$ cat src/rtl/pipe_adder_pkg.sv
// Shared definitions for the pipelined adder/subtractor.
//   DEFAULT_WIDTH / DEFAULT_SEG_W : default operand width and bits per stage
//   calc_stages()                 : number of register stages (WIDTH / SEG_W)
//   seg_w_divides()               : configuration legality check used at elaboration
package pipe_adder_pkg;

  localparam int unsigned DEFAULT_WIDTH = 16;
  localparam int unsigned DEFAULT_SEG_W = 4;

  function automatic int unsigned calc_stages(input int unsigned width,
                                              input int unsigned seg_w);
    return width / seg_w;
  endfunction

  function automatic bit seg_w_divides(input int unsigned width,
                                       input int unsigned seg_w);
    return (seg_w != 0) && (width >= seg_w) && ((width % seg_w) == 0);
  endfunction

endpackage

$ cat src/rtl/adder_seg.sv
// Combinational SEG_W-bit ripple adder built from a chain of full_adder cells.
//   a, b       : segment operands
//   carry_in   : carry into bit 0 of the segment
//   sum        : segment sum
//   carry_out  : carry out of the segment MSB
//   carry_msb  : carry into the segment MSB (for signed overflow detection)
module adder_seg #(
  parameter int unsigned SEG_W = 4
) (
  input  logic [SEG_W-1:0] a,
  input  logic [SEG_W-1:0] b,
  input  logic             carry_in,
  output logic [SEG_W-1:0] sum,
  output logic             carry_out,
  output logic             carry_msb
);

  logic [SEG_W:0] c;

  assign c[0] = carry_in;

  for (genvar i = 0; i < SEG_W; i++) begin : g_bit
    full_adder u_fa (
      .a    (a[i]),
      .b    (b[i]),
      .cin  (c[i]),
      .sum  (sum[i]),
      .cout (c[i+1])
    );
  end

  assign carry_out = c[SEG_W];
  assign carry_msb = c[SEG_W-1];

endmodule

$ cat src/rtl/full_adder.sv
// Single-bit full adder cell.
//   a, b, cin : operand bits and carry in
//   sum, cout : sum bit and carry out
module full_adder (
  input  logic a,
  input  logic b,
  input  logic cin,
  output logic sum,
  output logic cout
);

  assign sum  = a ^ b ^ cin;
  assign cout = (a & b) | (cin & (a ^ b));

endmodule

$ cat src/rtl/pipe_adder.sv
// Pipelined WIDTH-bit adder/subtractor with a segmented carry chain.
// Each of STAGES = WIDTH/SEG_W stages resolves SEG_W bits and registers the
// carry; latency is STAGES cycles, throughput one op per clock.
//   sys_clk, sys_rst     : clock, synchronous active-high reset
//   in_valid / in_ready  : input handshake (in_ready = !stall)
//   addend_1, addend_2   : operands A and B
//   carry_in             : carry into bit 0 (ignored when sub_mode=1)
//   sub_mode             : 0 = A+B+carry_in, 1 = A-B (A + ~B + 1)
//   out_valid / out_ready: output handshake
//   sum, carry_out       : result modulo 2^WIDTH and carry out of the MSB
//   overflow             : signed overflow (carry into MSB ^ carry out)
module pipe_adder
  import pipe_adder_pkg::*;
#(
  parameter int unsigned WIDTH = DEFAULT_WIDTH,
  parameter int unsigned SEG_W = DEFAULT_SEG_W
) (
  input  logic             sys_clk,
  input  logic             sys_rst,
  input  logic             in_valid,
  output logic             in_ready,
  input  logic [WIDTH-1:0] addend_1,
  input  logic [WIDTH-1:0] addend_2,
  input  logic             carry_in,
  input  logic             sub_mode,
  output logic             out_valid,
  input  logic             out_ready,
  output logic [WIDTH-1:0] sum,
  output logic             carry_out,
  output logic             overflow
);

  localparam int unsigned STAGES = calc_stages(WIDTH, SEG_W);

  if (!seg_w_divides(WIDTH, SEG_W)) begin : g_cfg_check
    $error("pipe_adder: WIDTH must be a non-zero multiple of SEG_W");
  end

  logic stall;
  logic advance;

  assign stall    = out_valid && !out_ready;
  assign in_ready = !stall;
  assign advance  = !stall;

  // Stage k carries only the operand bits still to be added (skew) and the
  // sum bits already resolved (deskew), so register widths shrink/grow by
  // SEG_W per stage and every sum bit lands in the final stage together.
  for (genvar k = 0; k < STAGES; k++) begin : g_stage
    localparam int unsigned IN_W   = WIDTH - k * SEG_W;
    localparam int unsigned DONE_W = (k + 1) * SEG_W;

    logic              v_in;
    logic              sub_in;
    logic              c_in;
    logic [IN_W-1:0]   a_in;
    logic [IN_W-1:0]   b_in;
    logic [SEG_W-1:0]  seg_b;
    logic [SEG_W-1:0]  seg_s;
    logic              seg_co;
    logic              seg_cmsb_unused;

    logic              v_q;
    logic              c_q;
    logic [DONE_W-1:0] s_q;

    if (k == 0) begin : g_src
      assign v_in   = in_valid;
      assign sub_in = sub_mode;
      assign c_in   = sub_mode | carry_in;
      assign a_in   = addend_1;
      assign b_in   = addend_2;
    end else begin : g_src
      assign v_in   = g_stage[k-1].v_q;
      assign sub_in = g_stage[k-1].g_fwd.sub_q;
      assign c_in   = g_stage[k-1].c_q;
      assign a_in   = g_stage[k-1].g_fwd.a_q;
      assign b_in   = g_stage[k-1].g_fwd.b_q;
    end

    assign seg_b = b_in[SEG_W-1:0] ^ {SEG_W{sub_in}};

    adder_seg #(
      .SEG_W (SEG_W)
    ) u_seg (
      .a         (a_in[SEG_W-1:0]),
      .b         (seg_b),
      .carry_in  (c_in),
      .sum       (seg_s),
      .carry_out (seg_co),
      .carry_msb (seg_cmsb_unused)
    );

    always_ff @(posedge sys_clk) begin
      if (sys_rst) begin
        v_q <= 1'b0;
        c_q <= 1'b0;
      end else if (advance) begin
        v_q <= v_in;
        if (v_in) begin
          c_q <= seg_co;
        end
      end
    end

    if (k == 0) begin : g_sum
      always_ff @(posedge sys_clk) begin
        if (sys_rst) begin
          s_q <= '0;
        end else if (advance && v_in) begin
          s_q <= seg_s;
        end
      end
    end else begin : g_sum
      always_ff @(posedge sys_clk) begin
        if (sys_rst) begin
          s_q <= '0;
        end else if (advance && v_in) begin
          s_q <= {seg_s, g_stage[k-1].s_q};
        end
      end
    end

    if (k < STAGES - 1) begin : g_fwd
      logic                  sub_q;
      logic [IN_W-SEG_W-1:0] a_q;
      logic [IN_W-SEG_W-1:0] b_q;

      always_ff @(posedge sys_clk) begin
        if (sys_rst) begin
          sub_q <= 1'b0;
          a_q   <= '0;
          b_q   <= '0;
        end else if (advance && v_in) begin
          sub_q <= sub_in;
          a_q   <= a_in[IN_W-1:SEG_W];
          b_q   <= b_in[IN_W-1:SEG_W];
        end
      end
    end else begin : g_last
      logic ovf_q;

      always_ff @(posedge sys_clk) begin
        if (sys_rst) begin
          ovf_q <= 1'b0;
        end else if (advance && v_in) begin
          ovf_q <= seg_co ^ seg_cmsb_unused;
        end
      end

      assign out_valid = v_q;
      assign sum       = s_q;
      assign carry_out = c_q;
      assign overflow  = ovf_q;
    end
  end

endmodule

$ cat config.mk
export PLATFORM = sky130hd
export DESIGN_NAME = pipe_adder
export DESIGN_NICKNAME = d
export VERILOG_FILES = /design/src/rtl/pipe_adder_pkg.sv /design/src/rtl/adder_seg.sv /design/src/rtl/full_adder.sv /design/src/rtl/pipe_adder.sv
export SDC_FILE = /design/constraint.sdc
export NUM_CORES = 1
export LEC_CHECK = 0
export CORE_UTILIZATION = 45
export DETAILED_ROUTE_END_ITERATION = 7
export HOLD_SLACK_MARGIN = 0.02
export PLACE_DENSITY = 0.67
export SLEW_MARGIN = 15
export SYNTH_ARGS = -nofsm -noshare
export SYNTH_HDL_FRONTEND = slang
export SYNTH_SLANG_ARGS = --single-unit
$ cat constraint.sdc
create_clock -name sys_clk -period 6.8 [get_ports sys_clk]
set_clock_uncertainty 0.15 [all_clocks]
set_input_delay 2.04 -clock sys_clk [delete_from_list [all_inputs] [get_ports sys_clk]]
set_output_delay 2.04 -clock sys_clk [all_outputs]
set_load 0.005 [all_outputs]
==> results of run 1 <==
worst max-delay path by stage:
stage,start,to
floorplan,out_ready,in_ready
global placement,out_ready,in_ready
detailed placement,out_ready,in_ready
CTS,out_ready,in_ready
global route,out_ready,in_ready
finish,out_ready,in_ready
sequential cells by signal, summed over array words and instances (netlist names):
signal,count
g_stage.v_q,3
g_stage.g_fwd.b_q,24
sum,16
g_stage.s_q,24
overflow,1
g_stage.g_fwd.sub_q,3
g_stage.g_fwd.a_q,24
carry_out,1
g_stage.c_q,3
out_valid,1
logic make-up (layout without fill, tap and decap cells):
family / Yosys count / after routing
flip-flops: 100 / 100
buffers and inverters: 69 / 100
multiplexers: 19 / 19
XOR/XNOR: 17 / 17
AND/OR/NAND/NOR: 117 / 117
adder cells (fa/ha/maj): 16 / 16
AO/OA/AOI/OAI: 154 / 154
critical path: stages:
cell	delay (ns)
clkdlybuf4s50_1	0.50
nor2b_4	0.07
inv_6	0.05
clkdlybuf4s50_1	0.49
routing by layer:
metal  part of all wire, %  global-route usage [%]  vias to the layer above  wire, um
met3                   4.0                    2.28                        8       346
met2                    47                    29.2                       78      4110
met5                     0                       0                        -         0
met4                   1.0                    7.58                        0        91
li1                      -                       -                     1723         -
met1                    48                    25.2                     1562      4210
cell usage in the layout (no fill, tap or decap), types with 5 or more instances in the layout:
master / instances
clkdlybuf4s50_1: 56
mux2i_1: 19
o21ai_0: 68
fa_1: 16
nand2b_1: 37
a21oi_1: 77
xor2_1: 7
nand3_1: 64
a211oi_1: 9
inv_1: 22
dfxtp_1: 100
clkbuf_8: 10
nor2_1: 5
xnor2_1: 10
power by group through the flow:
stage          registers [mW]  logic, mW  clock network [mW]
6_report                0.620      0.102               0.422
2_1_floorplan           0.626     0.0716                   0
3_5_place_dp            0.634      0.103                   0
4_1_cts                 0.620      0.103               0.433
5_1_grt                 0.623      0.114               0.454
3_3_place_gp            0.633      0.101                   0
stage by stage:
step	hold WS (ns)	worst slack [ns]	area (sq um)	power [mW]
2_1_floorplan	0.290	2.16	4430	0.698
3_3_place_gp	0.302	1.46	4950	0.733
3_5_place_dp	0.307	1.47	4950	0.737
4_1_cts	0.319	1.46	5170	1.16
5_1_grt	0.341	1.44	5170	1.19
6_report	0.316	1.47	5170	1.14
final cells by class:
class,count,share of cell area (%)
Timing Repair Buffer,61,11.5
Inverter,23,1.76
Clock inverter,5,1.62
Multi-Input combinational cell,323,40.6
Sequential cell,100,38.7
Clock buffer,11,2.73
Tap cell,129,3.12
==> results.json, run 1 <==
{
  "hold_start": "g_stage[2].s_q[11]",
  "required_ns": 4.61,
  "rrSetupSlack_ns": 4.04,
  "drt_iter0_markers": 185,
  "internal-power_mw": 0.875,
  "setup_viol": 0,
  "htreeDepth": 3,
  "finalNonFillerCells": 652,
  "synth_top_area_share_pct": 45.2,
  "endpoint_kind": "primary output",
  "swShare_pct": 23.5,
  "grt_pass1_wl_um": 14900,
  "leakage_nw": 1.85,
  "viasPerCell": 5.17,
  "worst_pin_slew_ns": 1.10,
  "grt_pass1_vias": 3169,
  "firstDrtPassIters": 4,
  "worstReg2RegStart": "g_stage[0].g_fwd.sub_q",
  "yosysTopAreaCell": "dfxtp_1",
  "synth_common_cells": "100 x dfxtp_1, 77 x a21oi_1, 68 x o21ai_0, 64 x nand3_1, 37 x nand2b_1",
  "ctsHoldBuffers": 0,
  "cts_buffers": 9,
  "hold_end": "sum[11]",
  "min_path_type": "register to register",
  "ys_types": 22,
  "finalNetCount": 572,
  "drt-wirelength-per-cell_um": 13.4,
  "ys_seq_area_share_pct": 45.2,
  "start_util_pct": 47.3,
  "powerDensity_nw_per_um2": 221,
  "synth-edff-count": 0,
  "worstSetupStartpointType": "input port",
  "hold_violations": 0,
  "drc_errors": 0,
  "grt_antenna_before_repair": 0,
  "die-area_sq_um": 10200,
  "via_count": 3371,
  "async_reset_ff_share_pct": 0,
  "outcome": "finished, final reports clean",
  "path_max_fanout": 2,
  "synth_simple_gate_area_share_pct": 14.6,
  "root_buffer": "clkbuf_8",
  "cts.clk_slew.worst_paths_ns": 0.09,
  "globalplace.congestion": 0.746,
  "numPortBuffers": 57,
  "yosysWarnings": 0,
  "max-cap-violations": 0,
  "worstPathArrival_ns": 3.14,
  "max_slew_margin_pct": 26.8,
  "grt_overflow": 0,
  "yosysMostFrequentCell": "dfxtp_1",
  "clockBufferDepth": 2,
  "synth_top_family_by_area": "compound AO/OA/AOI/OAI gates",
  "cts.sinks": 100,
  "dpl.hpwl_um": 5730,
  "synthesis.nets": 546,
  "synthAdderAreaFrac_pct": 7.23,
  "rr_worst_depth": 9,
  "syn-cell-area_sq_um": 4430,
  "finalSetupTns_ns": 0,
  "regArea_sq_um": 2000,
  "synth_compound_area_share_pct": 17.9,
  "final_antenna_net_count": 0,
  "insertion_delay_ns": 0.36,
  "die_y_um": 101,
  "synth-xor-area-share_pct": 3.36,
  "grt_use_total_pct": 18.3,
  "drive_above_1_share_pct": 4.59,
  "seqPwrFrac_pct": 54.2,
  "syn_avg_cell_area_sq_um": 9.00,
  "dominantRegCellSynth": "dfxtp_1",
  "die_w_um": 101,
  "grt_max_degree": 82,
  "setup.worst_path.class": "input port to primary output",
  "core_area_sq_um": 9370,
  "multi_input_area_sq_um": 2100,
  "finalMaxSlewViolations": 0,
  "numPlacedInstances": 636,
  "p_sw_mw": 0.269,
  "timing.rr.end": "g_stage[1].s_q[7]",
  "fillers": 912,
  "wirelength_um": 8750,
  "postCtsSetupBuffers": 0,
  "muxShareOfSynthArea_pct": 4.29,
  "holdPathStages": 2,
  "insertedDiodeCount": 0,
  "rows": 35,
  "areaGrowthSynthToFinish_pct": 16.8,
  "fin_util_pct": 55.2,
  "io_pins": 58,
  "ctsResizeCount": 0,
  "rsz0062_at_grt": "no",
  "clkPwrFrac_pct": 36.9,
  "combPwrFrac_pct": 8.9,
  "ys_seq_elements": 100,
  "vdd_drop_max_uv": 98.3,
  "fin_crit_sh_pct": 78.4,
  "cts_tree": "built",
  "syn_inst": 492,
  "synth.area.top_cells": "dfxtp_1 45%, a21oi_1 8.7%, o21ai_0 7.7%",
  "fin_crit_ns": 5.33,
  "clock.fmax_mhz": 188
}
Note: power is estimated with default switching activity, not from simulation.
==> run 2, diff against run 1 <==
Settings changed: PLACE_DENSITY 0.67 to 0.7.
Clock period 6.8 ns to 4.78 ns, I/O delays scaled along.
==> results.json, run 2 (synthesized netlist as in run 1, its figures left out) <==
{
  "wirelength_um": 8900,
  "cts_tree": "built",
  "finalNetCount": 573,
  "numPortBuffers": 57,
  "io_pins": 58,
  "insertion_delay_ns": 0.36,
  "postCtsSetupBuffers": 0,
  "setup.worst_path.class": "input port to primary output",
  "areaGrowthSynthToFinish_pct": 17.4,
  "reg.largest.list": "g_stage.g_fwd.a_q: 24 flops, g_stage.g_fwd.b_q: 24 flops, g_stage.s_q: 24 flops",
  "grt_antenna_before_repair": 0,
  "layout_common_cells": "100 x dfxtp_1, 77 x a21oi_1, 68 x o21ai_0, 64 x nand3_1, 56 x clkdlybuf4s50_1",
  "worstPathArrival_ns": 2.54,
  "ctsResizeCount": 0,
  "via_count": 3385,
  "dpl.hpwl_um": 5940,
  "max_stage_delay_ns": 0.51,
  "endpoint_kind": "primary output",
  "fin_crit_sh_pct": 86.4,
  "drt_iter0_markers": 145,
  "final_common_cell": "dfxtp_1",
  "start_util_pct": 47.3,
  "outcome": "finished, final reports clean",
  "worst_pin_slew_ns": 0.810,
  "die_w_um": 101,
  "ctsHoldBuffers": 0,
  "setup_viol": 0,
  "final_antenna_net_count": 0,
  "vdd_drop_max_uv": 130,
  "drive_above_1_share_pct": 4.58,
  "rows": 35,
  "max_slew_margin_pct": 46.0,
  "grt_pass1_wl_um": 15100,
  "leakage_nw": 1.87,
  "globalplace.congestion": 0.750,
  "fin_crit_ns": 4.13,
  "worstSetupStartpointType": "input port",
  "firstDrtPassIters": 5,
  "rsz0062_at_grt": "no",
  "drt-wirelength-per-cell_um": 13.6,
  "htreeDepth": 3,
  "finalMaxSlewViolations": 0,
  "total_power_mw": 1.65,
  "clockBufferDepth": 2,
  "hold_violations": 0,
  "rrSetupSlack_ns": 2.05,
  "grt_overflow": 0,
  "clock.fmax_mhz": 242,
  "path_common_cell": "clkdlybuf4s50_1",
  "finalSetupTns_ns": 0,
  "cts.sinks": 100,
  "path_max_fanout": 2,
  "max-cap-violations": 0,
  "grt_pass1_vias": 3242,
  "min_path_type": "register to register",
  "die_y_um": 101,
  "required_ns": 3.20,
  "crit_chain": "clkdlybuf4s50_1, nor2b_4, inv_6, clkdlybuf4s50_1",
  "cts.clk_slew.worst_paths_ns": 0.08,
  "viasPerCell": 5.18,
  "insertedDiodeCount": 0,
  "root_buffer": "clkbuf_8",
  "grt_use_total_pct": 18.7,
  "die-area_sq_um": 10200,
  "core_area_sq_um": 9370,
  "drc_errors": 0,
  "grt_max_degree": 82,
  "slowest_stage": "clkdlybuf4s50_1",
  "finalNonFillerCells": 653,
  "cts_buffers": 9,
  "numPlacedInstances": 637,
  "powerDensity_nw_per_um2": 318
}
==> run 2: area by class of cell <==
cell class / instances / area, sq um
fillers: 913 / 4170
flip-flops and latches: 100 / 2000
inverters: 23 / 91.3
well taps: 129 / 161
multi-input cells: 323 / 2100
clock buffers: 11 / 131
repair buffers: 62 / 616
clock inverters: 5 / 100
==> run 2: through the flow <==
stage,area (sq um),setup slack [ns],util [%],hold WS [ns]
after global routing,5200,0.628,55.5,0.343
after global placement,4970,0.498,53.0,0.304
after detailed placement,4970,0.429,53.0,0.306
final,5200,0.651,55.5,0.315
after floorplan,4430,0.929,-,0.290
after CTS,5200,0.640,55.5,0.319
==> run 2: critical path, delay by kind of cell <==
kind | cells | cell delay (ns)
buffers and inverters | 3 | 1.04
AND/OR/NAND/NOR | 1 | 0.07
==> run 2: power by group <==
part	internal [mW]	switching [mW]	total, mW	leakage [nW]
logic	0.0738	0.0735	0.147	0.944
registers	0.861	0.0213	0.882	0.814
clock network	0.347	0.277	0.623	0.117
total	1.28	0.372	1.65	1.87
==> run 2: final timing paths <==
| path | startpoint | end | depth (start not counted) |
|---|---|---|---|
| min reg2reg | g_stage[0].g_fwd.b_q[7] | g_stage[1].g_fwd.b_q[3] | 2 |
| max reg2reg | g_stage[0].g_fwd.sub_q | g_stage[1].s_q[7] | 9 |
| min | g_stage[0].g_fwd.b_q[7] | g_stage[1].g_fwd.b_q[3] | 2 |
| max | out_ready | in_ready | 4 |
==> run 2: layer usage <==
| layer | track usage (%) | vias to the layer above | part of all wire [%] |
|---|---|---|---|
| met5 | 0 | - | 0 |
| met4 | 6.02 | 0 | 1.0 |
| li1 | - | 1728 | - |
| met1 | 24.6 | 1565 | 48 |
| met3 | 4.00 | 7 | 4.1 |
| met2 | 30.8 | 85 | 47 |
==> run 3, diff against run 2 <==
Settings changed: REMOVE_ABC_BUFFERS from default to 1.
==> results.json, run 3 (synthesized netlist as in run 1, its figures left out) <==
{
  "multi_input_area_sq_um": 2100,
  "grt_overflow": 0,
  "cts_tree": "built",
  "rr_worst_depth": 9,
  "die_y_um": 101,
  "path_common_cell": "clkdlybuf4s50_1",
  "fin_area_sq_um": 5160,
  "crit_chain": "clkdlybuf4s50_1, nor2b_4, inv_6, clkdlybuf4s50_1",
  "hold_start": "g_stage[0].g_fwd.b_q[9]",
  "combPwrFrac_pct": 9.4,
  "powerDensity_nw_per_um2": 304,
  "worstReg2RegStart": "g_stage[0].g_fwd.sub_q",
  "worstSetupStartpointType": "input port",
  "htreeDepth": 3,
  "layout_common_cells": "100 x dfxtp_1, 77 x a21oi_1, 68 x o21ai_0, 64 x nand3_1, 56 x clkdlybuf4s50_1",
  "finalNetCount": 572,
  "fin_crit_sh_pct": 87.2,
  "regArea_sq_um": 2000,
  "globalplace.congestion": 0.752,
  "wirelength_um": 8560,
  "final_antenna_net_count": 0,
  "hold_violations": 0,
  "outcome": "finished, final reports clean",
  "max_stage_delay_ns": 0.45,
  "worstPathArrival_ns": 2.59,
  "fillers": 923,
  "insertedDiodeCount": 0,
  "start_util_pct": 47.3,
  "path_max_fanout": 2,
  "grt_pass1_wl_um": 14600,
  "swShare_pct": 24.1,
  "drt_iter0_markers": 184,
  "setup.worst_path.class": "input port to primary output",
  "clockBufferDepth": 2,
  "endpoint_kind": "primary output",
  "holdPathStages": 2,
  "insertion_delay_ns": 0.36,
  "rows": 35,
  "areaGrowthSynthToFinish_pct": 16.6,
  "cts_buffers": 9,
  "leakage_nw": 1.86,
  "seqPwrFrac_pct": 56.1,
  "slowest_stage": "clkdlybuf4s50_1",
  "postCtsSetupBuffers": 0,
  "grt_pass1_vias": 3265,
  "placed_area_sq_um": 4960,
  "max_slew_margin_pct": 46.0,
  "reg.largest.list": "g_stage.g_fwd.a_q: 24 flops, g_stage.g_fwd.b_q: 24 flops, g_stage.s_q: 24 flops",
  "vdd_drop_max_uv": 157,
  "finalMaxSlewViolations": 0,
  "path_buf_inv": 3,
  "drive_above_1_share_pct": 4.59,
  "grt_use_total_pct": 17.9,
  "min_path_type": "register to register",
  "die_w_um": 101,
  "cts.clk_slew.worst_paths_ns": 0.10,
  "viasPerCell": 5.13,
  "finalSetupTns_ns": 0,
  "io_pins": 58,
  "fin_crit_ns": 4.17,
  "root_buffer": "clkbuf_8",
  "clock.fmax_mhz": 240,
  "hold_end": "g_stage[1].g_fwd.b_q[5]",
  "internal-power_mw": 1.19,
  "core_area_sq_um": 9370,
  "timing.rr.end": "g_stage[1].s_q[7]",
  "numPortBuffers": 57,
  "final_common_cell": "dfxtp_1",
  "setup_viol": 0,
  "p_sw_mw": 0.378,
  "die-area_sq_um": 10200,
  "grt_antenna_before_repair": 0,
  "rrSetupSlack_ns": 2.00,
  "dpl.hpwl_um": 5450,
  "worst_pin_slew_ns": 0.810,
  "ctsResizeCount": 0,
  "drc_errors": 0,
  "cts.sinks": 100,
  "path_delay_family": "buffers and inverters",
  "firstDrtPassIters": 4,
  "required_ns": 3.20,
  "grt_max_degree": 119,
  "max-cap-violations": 0,
  "drt-wirelength-per-cell_um": 13.1,
  "ctsHoldBuffers": 0,
  "via_count": 3345,
  "rsz0062_at_grt": "no",
  "clkPwrFrac_pct": 34.6
}
-- run 3: power by group through the flow --
stage               clock (mW)  sequential [mW]  combinational (mW)
finish                   0.543            0.881               0.148
global route             0.594            0.885               0.165
CTS                      0.559            0.881               0.149
detailed placement           0            0.900               0.149
global placement             0            0.899               0.144
floorplan                    0            0.895              0.0771
-- run 3: per-layer routing --
metal	GRT usage [%]	up-vias	routed length [um]
met1	21.9	1537	4070
li1	-	1730	-
met3	3.38	10	280
met4	6.02	0	108
met5	0	-	0
met2	31.6	68	4110
-- run 3: layout make-up --
class / count / share of cell area [%]
multi-input cells: 323 / 40.6
flip-flops and latches: 100 / 38.8
repair buffers: 61 / 11.8
well taps: 129 / 3.13
clock buffers: 11 / 2.74
inverters: 23 / 1.77
clock inverters: 5 / 1.19
-- run 3: worst min-delay path, cell delays in order, from the launching register on --
cell      delay [ns]
dfxtp_1         0.32
nand2b_1        0.06
mux2i_1         0.05
-- run 3: worst max-delay path by stage --
stage               cells after the start           endpoint  slack [ns]  startpoint
floorplan                               2           in_ready        0.75   out_ready
global placement                        9  g_stage[0].s_q[3]        0.50    sub_mode
detailed placement                      9  g_stage[0].s_q[3]        0.40    sub_mode
CTS                                     4           in_ready        0.59   out_ready
global route                            4           in_ready        0.58   out_ready
finish                                  4           in_ready        0.61   out_ready
-- run 3: metrics by stage --
| step | power (mW) | hold slack (ns) | std cells | setup slack, ns | util [%] |
|---|---|---|---|---|---|
| floorplan | 0.972 | 0.284 | 446 | 0.751 | - |
| global placement | 1.04 | 0.303 | 636 | 0.503 | 53.0 |
| detailed placement | 1.05 | 0.306 | 636 | 0.402 | 53.0 |
| CTS | 1.59 | 0.320 | 652 | 0.594 | 55.1 |
| global route | 1.64 | 0.337 | 652 | 0.582 | 55.1 |
| finish | 1.57 | 0.315 | 652 | 0.610 | 55.1 |
